### config.mk
export PLATFORM = sky130hd
export DESIGN_NAME = pwm_capture
export DESIGN_NICKNAME = d
export VERILOG_FILES = /design/src/rtl/pwm_pkg.sv /design/src/rtl/pwm_sync.sv /design/src/rtl/pwm_capture.sv
export SDC_FILE = /design/constraint.sdc
export NUM_CORES = 1
export LEC_CHECK = 0
export ABC_CLOCK_PERIOD_IN_PS = 2300
export CORE_ASPECT_RATIO = 1.4
export CORE_MARGIN = 2
export CORE_UTILIZATION = 45
export CTS_CLUSTER_SIZE = 30
export DETAILED_ROUTE_END_ITERATION = 7
export GPL_ROUTABILITY_DRIVEN = 0
export GPL_TIMING_DRIVEN = 0
export HOLD_SLACK_MARGIN = 0.08
export PLACE_DENSITY = 0.7
export SETUP_SLACK_MARGIN = 0.15
export SYNTH_ARGS = -nofsm -noshare
export SYNTH_HDL_FRONTEND = slang
export SYNTH_HIERARCHICAL = 1
export SYNTH_SLANG_ARGS = --single-unit
### constraint.sdc
create_clock -name clk -period 2.3 [get_ports clk]
set_clock_uncertainty 0.1 [all_clocks]
set_input_delay 0.23 -clock clk [delete_from_list [all_inputs] [get_ports clk]]
set_output_delay 0.23 -clock clk [all_outputs]
set_load 0.01 [all_outputs]
### src/rtl/pwm_pkg.sv
// Shared definitions for the PWM capture block: FSM state encoding and the
// glitch-filter length used when PWM_CAPTURE_GLITCH_FILTER_EN is defined.
package pwm_pkg;

    typedef enum logic [1:0] {
        IDLE      = 2'd0,
        WAIT_RISE = 2'd1,
        MEAS_HIGH = 2'd2,
        MEAS_LOW  = 2'd3
    } pwm_state_e;

    // Number of consecutive samples a new level must hold before it is accepted.
    localparam int unsigned FILT_LEN = 3;
    // Width of the filter run-length counter (holds 0..FILT_LEN-1).
    localparam int unsigned FILT_CW  = 2;

endpackage : pwm_pkg

### src/rtl/pwm_sync.sv
// Input conditioning for pwm_capture: 2-flop synchronizer, optional glitch
// filter (macro PWM_CAPTURE_GLITCH_FILTER_EN) and single-cycle rise/fall events.
// Without the filter the edge events reach the FSM 3 clk edges after pwm_in
// changes; with it, 5 edges, and pulses shorter than FILT_LEN are dropped.
module pwm_sync
    import pwm_pkg::*;
(
    input  logic clk,
    input  logic rst_n,
    input  logic pwm_in,
    output logic level_o,
    output logic rise_o,
    output logic fall_o
);

    logic sync1_r;
    logic sync2_r;

    // Two-stage synchronizer for the asynchronous PWM input.
    always_ff @(posedge clk or negedge rst_n) begin
        if (!rst_n) begin
            sync1_r <= 1'b0;
            sync2_r <= 1'b0;
        end else begin
            sync1_r <= pwm_in;
            sync2_r <= sync1_r;
        end
    end

`ifdef PWM_CAPTURE_GLITCH_FILTER_EN

    logic               level_r;
    logic [FILT_CW-1:0] filt_cnt_r;
    logic               differ_s;
    logic               commit_s;

    // A level change is committed on the cycle its FILT_LEN-th sample is seen,
    // so the edge event leaves this block in the same cycle the level flips.
    always_comb begin
        differ_s = (sync2_r != level_r);
        commit_s = differ_s && (filt_cnt_r == FILT_CW'(FILT_LEN - 1));
    end

    // Run-length counter of samples differing from the accepted level.
    always_ff @(posedge clk or negedge rst_n) begin
        if (!rst_n) begin
            level_r    <= 1'b0;
            filt_cnt_r <= {FILT_CW{1'b0}};
        end else if (commit_s) begin
            level_r    <= sync2_r;
            filt_cnt_r <= {FILT_CW{1'b0}};
        end else if (differ_s) begin
            filt_cnt_r <= filt_cnt_r + 2'd1;
        end else begin
            filt_cnt_r <= {FILT_CW{1'b0}};
        end
    end

    assign level_o = level_r;
    assign rise_o  = commit_s & sync2_r;
    assign fall_o  = commit_s & ~sync2_r;

`else

    logic prev_r;

    // Previous synchronized level for edge detection.
    always_ff @(posedge clk or negedge rst_n) begin
        if (!rst_n) begin
            prev_r <= 1'b0;
        end else begin
            prev_r <= sync2_r;
        end
    end

    assign level_o = sync2_r;
    assign rise_o  = sync2_r & ~prev_r;
    assign fall_o  = ~sync2_r & prev_r;

`endif

endmodule : pwm_sync

### src/rtl/pwm_capture.sv
// PWM capture: measures high time and period of pwm_in in clk cycles and
// reports a timeout when no rising edge arrives within 2^CW-1 cycles.
// Optional glitch filter selected by macro PWM_CAPTURE_GLITCH_FILTER_EN.
module pwm_capture
    import pwm_pkg::*;
#(
    parameter int WIDTH = 8
) (
    input  logic           clk,
    input  logic           rst_n,
    input  logic           enable,
    input  logic           pwm_in,
    output logic [WIDTH:0] high_o,
    output logic [WIDTH:0] period_o,
    output logic           valid_o,
    output logic           timeout_o,
    output logic           level_o
);

    localparam int CW = WIDTH + 1;
    localparam logic [CW-1:0] CNT_MAX  = {CW{1'b1}};
    localparam logic [CW-1:0] CNT_ONE  = CW'(1);
    localparam logic [CW-1:0] CNT_ZERO = {CW{1'b0}};

    logic          rise_s;
    logic          fall_s;
    logic          level_s;

    pwm_state_e    state_r;
    logic [CW-1:0] high_cnt_r;
    logic [CW-1:0] per_cnt_r;
    logic [CW-1:0] high_r;
    logic [CW-1:0] period_r;
    logic          valid_r;
    logic          timeout_r;

    pwm_sync u_sync (
        .clk     (clk),
        .rst_n   (rst_n),
        .pwm_in  (pwm_in),
        .level_o (level_s),
        .rise_o  (rise_s),
        .fall_o  (fall_s)
    );

    // Measurement FSM with counters and registered result/pulse outputs.
    always_ff @(posedge clk or negedge rst_n) begin
        if (!rst_n) begin
            state_r    <= IDLE;
            high_cnt_r <= CNT_ZERO;
            per_cnt_r  <= CNT_ZERO;
            high_r     <= CNT_ZERO;
            period_r   <= CNT_ZERO;
            valid_r    <= 1'b0;
            timeout_r  <= 1'b0;
        end else begin
            valid_r   <= 1'b0;
            timeout_r <= 1'b0;
            if (!enable) begin
                // Disable wins over any simultaneous edge; results hold.
                state_r    <= IDLE;
                high_cnt_r <= CNT_ZERO;
                per_cnt_r  <= CNT_ZERO;
            end else begin
                case (state_r)
                    IDLE: begin
                        state_r <= WAIT_RISE;
                    end
                    WAIT_RISE: begin
                        // Any pulse already in progress is ignored.
                        if (rise_s) begin
                            state_r    <= MEAS_HIGH;
                            high_cnt_r <= CNT_ONE;
                            per_cnt_r  <= CNT_ONE;
                        end
                    end
                    MEAS_HIGH: begin
                        if (per_cnt_r == CNT_MAX) begin
                            timeout_r  <= 1'b1;
                            state_r    <= WAIT_RISE;
                            high_cnt_r <= CNT_ZERO;
                            per_cnt_r  <= CNT_ZERO;
                        end else if (fall_s) begin
                            state_r   <= MEAS_LOW;
                            per_cnt_r <= per_cnt_r + CNT_ONE;
                        end else begin
                            high_cnt_r <= high_cnt_r + CNT_ONE;
                            per_cnt_r  <= per_cnt_r + CNT_ONE;
                        end
                    end
                    MEAS_LOW: begin
                        // A rise on the last countable cycle still completes the period.
                        if (rise_s) begin
                            high_r     <= high_cnt_r;
                            period_r   <= per_cnt_r;
                            valid_r    <= 1'b1;
                            state_r    <= MEAS_HIGH;
                            high_cnt_r <= CNT_ONE;
                            per_cnt_r  <= CNT_ONE;
                        end else if (per_cnt_r == CNT_MAX) begin
                            timeout_r  <= 1'b1;
                            state_r    <= WAIT_RISE;
                            high_cnt_r <= CNT_ZERO;
                            per_cnt_r  <= CNT_ZERO;
                        end else begin
                            per_cnt_r <= per_cnt_r + CNT_ONE;
                        end
                    end
                    default: begin
                        state_r    <= IDLE;
                        high_cnt_r <= CNT_ZERO;
                        per_cnt_r  <= CNT_ZERO;
                    end
                endcase
            end
        end
    end

    assign high_o    = high_r;
    assign period_o  = period_r;
    assign valid_o   = valid_r;
    assign timeout_o = timeout_r;
    assign level_o   = level_s;

endmodule : pwm_capture

==> impl_metrics.tcl, run 1 <==
set metrics [dict create \
    cp.arrival_ns 2.39 \
    area_growth_pct 35.3 \
    endpoint_kind "register" \
    fin_crit_sh_pct 98.7 \
    drc 0 \
    nets 252 \
    synth_ff_type "dfrtp_1" \
    start_kind "register" \
    power.density_nw_per_um2 563 \
    core_sq_um 4170 \
    cp_max_fo 6 \
    final_util_pct 62.4 \
    vias 1555 \
    avgSynthCellArea_sq_um 9.61 \
    crit-reg2reg-capture "per_cnt_r[5]" \
    grt.overflow.total 0 \
    antenna_left 0 \
    cts_tree "done" \
    drv_cap 0 \
    cts.clk_slew.worst_paths_ns 0.07 \
    antenna_found_initial 0 \
    worstPathCellList "ha_2, and3_4, and3_4, and3_4, ha_4, nand2b_4, or2_4, or3_1, o21ai_1" \
    period_needed_ns 2.27 \
    rrSetupSlack_ns 0.03 \
    first_pass_iters 4 \
    synth_edf_count 0 \
    wl_mm 3.94 \
    min_from "u_sync/sync1_r" \
    dp_hpwl_mm 2.57 \
    slew_viol_final 0 \
    synth-seq-cells 43 \
    start_util_pct 46.1 \
    clkSinkCount 43 \
    power.switching_uw 324 \
    hold-path-endpoint "u_sync/level_o" \
    die_area_sq_um 4820 \
    leakage_uw 0.00118 \
    p_int_uw 1140 \
    h-tree-depth 2 \
    via_per_inst 5.36 \
    synth_nets 207 \
    slew_headroom_pct 67.3 \
    slowest_stage "dfrtp_1" \
    port_buffers 24 \
    worstPathRequired_ns 2.42 \
    p_clk_share_pct 38.3 \
    status "finished, final reports clean" \
    clockRootBuffer "clkbuf_8" \
    worst-setup-path-type "reg -> reg" \
    wl_per_cell_um 13.6 \
    worst_pin_slew_ns 0.491 \
    grt_pass1_wl_mm 6.83 \
    p_comb_share_pct 8.7 \
    whs_ns 0.256 \
    switching_share_pct 22.1 \
    clk_latency_ns 0.30 \
    hold_class "reg -> reg" \
    layout-drive-gt1-share_pct 21.6 \
    cpMostUsedCell "and3_4" \
    fillCellCount 352 \
    fp.dieH_um 81.3 \
    diodes 0 \
    syn_area_sq_um 1920 \
    grt_max_degree 25 \
    rsz0062_at_grt "true" \
    rows 28 \
    yosys.cell_types.count 44 \
    finalPower_uw 1470 \
    ys_warn_count 6 \
    ir_drop_mv 0.363 \
    clk_path_buf_depth 2 \
    synth_cells 200 \
    io_pins 25 \
    cp_slowest_stage_delay_ns 0.39 \
    pwr-share-seq_pct 53.0 \
    setup_viol 0 \
    async_reset_ff_share_pct 100 \
    rr_startpoint "per_cnt_r[0]" \
    hold_violations 0 \
    die_width_um 59.2 \
    cts_buffers 5 \
    fin_tns_setup_ns 0 \
    holdPathStages 0 \
    max_freq_mhz 441 \
    ys_seq_area_share_pct 56.0 \
    track_usage_pct 18.7 \
    reg2reg_depth 9 \
    grt_pass1_vias 1495 \
    drtIter0Drc 44 \
]
-- cell usage in the layout (no fill, tap or decap), types with 3 or more instances in the layout --
master and instances:
o21ai_2 4, clkbuf_8 5, nand2_1 65, buf_4 14
nand4_1 3, nand3_1 3, a21oi_1 5, o21ai_1 7
inv_1 3, clkdlybuf4s50_1 23, or3_1 4, buf_2 3
and3_4 3, dfrtp_1 43, nor2_1 4, o21ai_0 6
-- cells by family (layout without fill, tap and decap cells) --
| kind of cell | after synthesis | after routing | share of synthesized area (%) |
|---|---|---|---|
| AOI/OAI and AO/OA | 38 | 38 | 12.2 |
| adders and majority gates | 3 | 3 | 1.95 |
| DFF | 43 | 43 | 56.0 |
| and+or+nand+nor | 102 | 102 | 25.3 |
| muxes | 2 | 2 | 1.11 |
| xor gates and xnor gates | 2 | 2 | 0.912 |
| buffers and inverters | 10 | 55 | 2.54 |
-- worst max-delay path: cells and delay by family (launching register included) --
kind | cells | cell delay [ns]
flip-flops | 1 | 0.39
AO/OA/AOI/OAI | 1 | 0.09
AND/OR/NAND/NOR | 6 | 1.23
adder cells (fa/ha/maj) | 2 | 0.37
-- how the worst max path moves through the flow --
stage	from	endpoint	slack, ns	cells past startpoint
4_1_cts	per_cnt_r[0]	per_cnt_r[5]	0.04	9
3_3_place_gp	rst_n	u_sync/sync1_r	-0.22	1
5_1_grt	per_cnt_r[1]	high_cnt_r[6]	-0.02	9
6_report	per_cnt_r[0]	per_cnt_r[5]	0.03	9
2_1_floorplan	per_cnt_r[1]	per_cnt_r[5]	0.10	9
3_5_place_dp	per_cnt_r[0]	high_cnt_r[8]	-0.07	8
-- per-stage QoR --
| step | worst slack [ns] | cells | instance area, sq um |
|---|---|---|---|
| floorplan | 0.104 | 200 | 1970 |
| global placement | -0.215 | 269 | 2270 |
| detailed placement | -0.0735 | 270 | 2290 |
| CTS | 0.0359 | 287 | 2520 |
| global route | -0.0247 | 290 | 2600 |
| finish | 0.0308 | 290 | 2600 |
-- final cells by class --
cell class | count | area, sq um | area share [%]
clock inverter | 1 | 30.0 | 1.15
buffer | 6 | 40.0 | 1.54
tap | 45 | 56.3 | 2.17
clock buffer | 6 | 72.6 | 2.79
multi-input combinational | 147 | 947 | 36.4
timing repair buffer | 38 | 363 | 14.0
sequential | 43 | 1080 | 41.4
inverter | 4 | 15.0 | 0.577
-- synthesized netlist by cell type, types with 2 or more instances --
| library cell | number | area [sq um] |
|---|---|---|
| buf_2 | 3 | 15.0 |
| a21oi_1 | 6 | 30.0 |
| or4_1 | 2 | 15.0 |
| buf_4 | 2 | 15.0 |
| nor2_1 | 5 | 18.8 |
| o22ai_1 | 2 | 12.5 |
| nand4_1 | 3 | 18.8 |
| dfrtp_1 | 43 | 1080 |
| a21boi_0 | 3 | 22.5 |
| nor2b_1 | 2 | 12.5 |
| nand3_1 | 3 | 15.0 |
| nor4bb_1 | 2 | 20.0 |
| o21ai_0 | 16 | 80.1 |
| ha_1 | 3 | 37.5 |
| nand2_1 | 65 | 244 |
| nor3_1 | 3 | 15.0 |
| or3_1 | 5 | 31.3 |
| and3_1 | 4 | 25.0 |
| inv_1 | 3 | 11.3 |
-- power groups by stage --
| stage | Clock [uW] | Combinational [uW] | Sequential (uW) |
|---|---|---|---|
| 6_report | 561 | 127 | 777 |
| 5_1_grt | 607 | 141 | 778 |
| 4_1_cts | 576 | 120 | 777 |
| 3_5_place_dp | 0 | 100 | 792 |
| 3_3_place_gp | 0 | 94.0 | 792 |
| 2_1_floorplan | 0 | 51.6 | 792 |
-- state kept, by name, summed over array words and instances, names as in the netlist, 2 cells and up --
name / count
per_cnt_r: 9
high_o: 9
period_o: 9
state_r: 2
high_cnt_r: 9
-- repair_timing --
| item | 4_1_cts | 5_1_grt |
|---|---|---|
| setup buffers | 8 | 3 |
| resized for setup | 18 | 15 |
| hold endpoints to repair | 19 | 0 |
| pin swaps | 9 | 8 |
| setup endpoints to repair | 13 | 17 |
| hold buffers | 1 | 0 |
| gates cloned | 1 | 0 |
-- metal layers --
layer / vias to the layer above / wire [um] / global-route usage, %
li1: 777 / - / -
met1: 741 / 1760 / 23.8
met2: 28 / 1950 / 28.9
met3: 9 / 129 / 4.78
met4: 0 / 104 / 9.77
met5: - / 0 / 0
Power figures use the tool's default switching activity.
==> run 2, diff against run 1 <==
--- a/config.mk
+++ b/config.mk
@@ -9,6 +9,7 @@
 export CORE_ASPECT_RATIO = 1.4
 export CORE_MARGIN = 2
 export CORE_UTILIZATION = 45
+export CTS_BUF_LIST = sky130_fd_sc_hd__clkbuf_4 sky130_fd_sc_hd__clkbuf_8
 export CTS_CLUSTER_SIZE = 30
 export DETAILED_ROUTE_END_ITERATION = 7
 export GPL_ROUTABILITY_DRIVEN = 0
==> impl_metrics.tcl, run 2 (synthesized netlist as in run 1, its figures left out) <==
set metrics [dict create \
    grt_pass1_wl_mm 6.83 \
    nets 252 \
    leakage_uw 0.00119 \
    start_util_pct 46.1 \
    grt_max_degree 25 \
    crit_buf_inv 0 \
    min_from "u_sync/sync1_r" \
    place_ws_ns -0.0735 \
    clk_latency_ns 0.30 \
    drv_cap 0 \
    port_buffers 24 \
    fp.dieH_um 81.3 \
    reg2reg_depth 9 \
    layout-drive-gt1-share_pct 22.0 \
    via_per_inst 5.37 \
    cp_max_fo 6 \
    ir_drop_mv 0.364 \
    grt.overflow.total 0 \
    post_dp_cell_area_sq_um 2290 \
    power.density_nw_per_um2 567 \
    core_sq_um 4170 \
    worstPathRequired_ns 2.42 \
    cp.arrival_ns 2.39 \
    worstPathCellList "ha_2, and3_4, and3_4, and3_4, ha_4, nand2b_4, or2_4, or3_1, o21ai_1" \
    endpoint_kind "register" \
    antenna_found_initial 0 \
    area_growth_pct 35.5 \
    fin_tns_setup_ns 0 \
    io_pins 25 \
    cts_tree "done" \
    track_usage_pct 18.7 \
    stdcell_area_sq_um 2600 \
    hold_class "reg -> reg" \
    multi_input_area_sq_um 947 \
    fillCellCount 353 \
    first_pass_iters 4 \
    slowest_stage "dfrtp_1" \
    start_kind "register" \
    whs_ns 0.256 \
    diodes 0 \
    die_area_sq_um 4820 \
    wl_per_cell_um 13.6 \
    wl_met3_um 129 \
    holdPathStages 0 \
    clkSinkCount 43 \
    crit-reg2reg-capture "per_cnt_r[5]" \
    hold-path-endpoint "u_sync/level_o" \
    cp_slowest_stage_delay_ns 0.39 \
    clk_path_buf_depth 2 \
    grt_pass1_vias 1495 \
    max_freq_mhz 441 \
    worst_pin_slew_ns 0.491 \
    cts_buffers 5 \
    setup_viol 0 \
    status "finished, final reports clean" \
    dp_hpwl_mm 2.57 \
    final_common_cell "nand2_1" \
    rsz0062_at_grt "true" \
    drtIter0Drc 42 \
    fin_crit_sh_pct 98.7 \
    regArea_sq_um 1080 \
    period_needed_ns 2.27 \
    rows 28 \
    top_layer_used "met4" \
    rrSetupSlack_ns 0.03 \
    wl_mm 3.94 \
    wl_met1_mm 1.76 \
    cpLargestDelayFamily "simple AND/OR/NAND/NOR gates" \
    layout_common_cells "nand2_1 (65), dfrtp_1 (43), clkdlybuf4s50_1 (23)" \
    worst_slack_ns 0.0308 \
    slew_viol_final 0 \
    worst-setup-path-type "reg -> reg" \
    slew_headroom_pct 67.3 \
    cts.clk_slew.worst_paths_ns 0.07 \
    routed-wl-met2_mm 1.95 \
    drc 0 \
    rr_startpoint "per_cnt_r[0]" \
    clockRootBuffer "clkbuf_8" \
    antenna_left 0 \
    h-tree-depth 2 \
    cpMostUsedCell "and3_4" \
    die_width_um 59.2 \
    hold_violations 0 \
    vias 1556 \
]
-- run 2: cell counts in the layout (fill, tap and decap cells not counted) --
Identical to the previous run, type by type.
-- run 2: layout make-up --
type | count | area share, %
flip-flops and latches | 43 | 41.3
repair buffers | 38 | 13.9
inverters | 4 | 0.577
well taps | 45 | 2.16
multi-input cells | 147 | 36.4
clock buffers | 6 | 2.93
clock inverters | 1 | 1.15
plain buffers | 6 | 1.54
-- run 2: worst max-delay path by stage --
stage | depth (start not counted) | slack (ns) | from | end
2_1_floorplan | 9 | 0.10 | per_cnt_r[1] | per_cnt_r[5]
3_3_place_gp | 1 | -0.22 | rst_n | u_sync/sync1_r
3_5_place_dp | 8 | -0.07 | per_cnt_r[0] | high_cnt_r[8]
4_1_cts | 9 | 0.04 | per_cnt_r[0] | per_cnt_r[5]
5_1_grt | 9 | -0.02 | per_cnt_r[1] | high_cnt_r[6]
6_report | 9 | 0.03 | per_cnt_r[0] | per_cnt_r[5]
-- run 2: power by group --
part	total [uW]	switching [uW]	internal, uW
clock network	572	242	330
logic	127	71.5	55.6
registers	777	9.71	767
-- run 2: through the flow --
step / power (uW) / utilization (%) / instances
after floorplan: 844 / - / 200
after global placement: 886 / 54.4 / 269
after detailed placement: 892 / 54.9 / 270
after CTS: 1480 / 60.6 / 287
after global routing: 1540 / 62.5 / 290
final: 1480 / 62.5 / 290
-- run 2: routing by layer --
layer	GRT usage (%)	up-vias
li1	-	777
met1	23.8	742
met2	28.9	28
met3	4.78	9
met4	9.77	0
met5	0	-
-- run 2: worst reg2reg max path, cell delays in order, from the launching register on --
cell	delay [ns]
dfrtp_1	0.39
ha_2	0.19
and3_4	0.18
and3_4	0.18
and3_4	0.18
ha_4	0.18
nand2b_4	0.15
or2_4	0.25
or3_1	0.30
o21ai_1	0.09
-- run 2: timing repair --
action	4_1_cts	5_1_grt
setup buffers	8	3
pin swaps	9	8
hold buffers	1	0
gates resized for setup	18	15
hold endpoints to repair	19	0
endpoints found under the setup margin	13	17
gates cloned	1	0
==> run 3, diff against run 2 <==
--- a/config.mk
+++ b/config.mk
@@ -19,5 +19,4 @@
 export SETUP_SLACK_MARGIN = 0.15
 export SYNTH_ARGS = -nofsm -noshare
 export SYNTH_HDL_FRONTEND = slang
-export SYNTH_HIERARCHICAL = 1
 export SYNTH_SLANG_ARGS = --single-unit
==> impl_metrics.tcl, run 3 <==
set metrics [dict create \
    status "finished, final reports clean" \
    synth_area_leader_cell "dfrtp_1" \
    ys_seq_area_share_pct 55.0 \
    switching_share_pct 24.5 \
    avgSynthCellArea_sq_um 11.1 \
    yosysMostFrequentCell "dfrtp_1" \
    multi_input_area_sq_um 920 \
    nets 232 \
    min_from "u_sync.sync1_r" \
    antenna_found_initial 0 \
    first_pass_iters 4 \
    drc 0 \
    fillCellCount 353 \
    wl_mm 4.40 \
    p_comb_share_pct 7.4 \
    worstPathRequired_ns 2.39 \
    drtIter0Drc 38 \
    rows 28 \
    start_util_pct 46.5 \
    ys_warn_count 0 \
    synth_edf_count 0 \
    stdcell_area_sq_um 2600 \
    max_freq_mhz 457 \
    synth_nets 185 \
    io_pins 25 \
    slew_viol_final 0 \
    async_reset_ff_share_pct 100 \
    post_dp_cell_area_sq_um 2290 \
    period_needed_ns 2.19 \
    p_clk_share_pct 34.9 \
    grt_max_degree 25 \
    pwr-share-seq_pct 57.7 \
    die_area_sq_um 4900 \
    final_util_pct 61.8 \
    cts.clk_slew.worst_paths_ns 0.08 \
    drv_cap 0 \
    synth-seq-cells 43 \
    via_per_inst 5.94 \
    rrSetupSlack_ns 0.11 \
    fin_crit_sh_pct 95.2 \
    clk_path_buf_depth 2 \
    crit-reg2reg-capture "high_cnt_r[7]" \
    synth_common_cells "dfrtp_1 (43), mux2_2 (18), nand2_1 (13)" \
    worst_pin_slew_ns 0.493 \
    clkSinkCount 43 \
    reg2reg_depth 9 \
    grt_pass1_vias 1543 \
    track_usage_pct 18.8 \
    worst-setup-path-type "reg -> reg" \
    finalPower_uw 1350 \
    ys_top_cells_by_area "dfrtp_1 (55%), mux2_2 (10%), ha_1 (2.6%)" \
    hold_violations 0 \
    vias 1605 \
    p_int_uw 1020 \
    holdPathStages 0 \
    hold-path-endpoint "u_sync.level_o" \
    synth_cells 177 \
    layout-drive-gt1-share_pct 28.4 \
    layout_common_cells "dfrtp_1 (42), clkdlybuf4s50_1 (22), mux2_2 (18)" \
    endpoint_kind "register" \
    fp.dieH_um 82.0 \
    rr_startpoint "per_cnt_r[0]" \
    hold_class "reg -> reg" \
    cts_tree "done" \
    wl_per_cell_um 16.3 \
    clockRootBuffer "clkbuf_8" \
    diodes 0 \
    rsz0062_at_grt "true" \
    antenna_left 0 \
    power.switching_uw 332 \
    yosys.cell_types.count 37 \
    grt.overflow.total 0 \
    yosys.area.top_type_share_pct 55.0 \
    slew_headroom_pct 67.1 \
    fin_tns_setup_ns 0 \
    port_buffers 23 \
    placedCellCount 246 \
    die_width_um 59.7 \
    core_sq_um 4200 \
    clk_latency_ns 0.30 \
    cts_buffers 5 \
    grt_pass1_wl_mm 6.94 \
    final_cells 270 \
    leakage_uw 0.00118 \
    ir_drop_mv 0.387 \
    syn_area_sq_um 1960 \
    dp_hpwl_mm 2.84 \
    h-tree-depth 2 \
    cp_max_fo 7 \
    synth_ff_type "dfrtp_1" \
    area_growth_pct 32.7 \
    final_common_cell "dfrtp_1" \
    power.density_nw_per_um2 521 \
    start_kind "register" \
    setup_viol 0 \
    cp.arrival_ns 2.28 \
    regArea_sq_um 1080 \
]
-- run 3: cell count changes in the layout (fill, tap and decap cells not counted), sizes merged, moves of 3 or more --
cell / delta
o21ai: -8
nand3: +7
a31oi: +3
nand2: -52
nor2: +5
mux2: +17
inv: +4
-- run 3: routing by layer --
layer	wire length (um)	vias to the layer above	global-route usage (%)
li1	-	733	-
met1	1780	806	20.9
met2	2310	56	33.3
met3	223	10	4.72
met4	87	0	8.00
met5	0	-	0
-- run 3: timing repair --
action | 4_1_cts | 5_1_grt
endpoints found under the setup margin | 16 | 15
hold buffers | 1 | 0
endpoints found under the hold margin | 19 | 0
gates resized for setup | 10 | 14
pin swaps | 9 | 5
setup buffers | 13 | 2
-- run 3: how the worst max path moves through the flow --
| stage | from | to | slack [ns] | cells after the start |
|---|---|---|---|---|
| after global placement | rst_n | period_o[3] | -0.16 | 1 |
| final | per_cnt_r[0] | high_cnt_r[7] | 0.11 | 9 |
| after CTS | per_cnt_r[0] | high_cnt_r[7] | 0.02 | 9 |
| after detailed placement | per_cnt_r[4] | high_cnt_r[7] | -0.21 | 9 |
| after global routing | per_cnt_r[0] | high_cnt_r[7] | 0.02 | 9 |
| after floorplan | per_cnt_r[0] | high_cnt_r[7] | 0.14 | 9 |
-- run 3: stage by stage --
| stage | hold WS (ns) | setup slack, ns |
|---|---|---|
| after CTS | 0.213 | 0.0220 |
| final | 0.251 | 0.110 |
| after global placement | 0.236 | -0.158 |
| after global routing | 0.267 | 0.0196 |
| after detailed placement | 0.126 | -0.212 |
| after floorplan | -0.166 | 0.137 |
-- run 3: cell type report --
type	instances	share of cell area, %
Buffer	7	2.07
Clock buffer	5	2.65
Clock inverter	3	0.578
Inverter	7	1.01
Multi-Input combinational cell	120	35.4
Sequential cell	43	41.5
Tap cell	45	2.17
Timing Repair Buffer	40	14.6
-- run 3: worst max-delay path: stages (launching register included) --
cell,delay (ns)
dfrtp_1,0.41
ha_4,0.17
nand3_4,0.09
nor3_4,0.18
ha_2,0.22
buf_8,0.11
nand2_4,0.05
o31a_1,0.17
or3_1,0.34
a32o_1,0.26
-- run 3: power by group through the flow --
stage                     clock, uW  combinational, uW  sequential (uW)
final                           471               99.8              780
after global routing            507                111              783
after CTS                       477               94.2              780
after detailed placement          0               80.5              795
after global placement            0               72.9              794
after floorplan                   0               37.9              794
-- run 3: cells by family after synthesis --
logic type | Yosys count | share of synthesized area (%)
AO/OA/AOI/OAI | 32 | 10.2
flip-flops | 43 | 55.0
multiplexers | 21 | 11.9
AND/OR/NAND/NOR | 63 | 17.3
buffers and inverters | 14 | 3.00
adder cells (fa/ha/maj) | 4 | 2.56
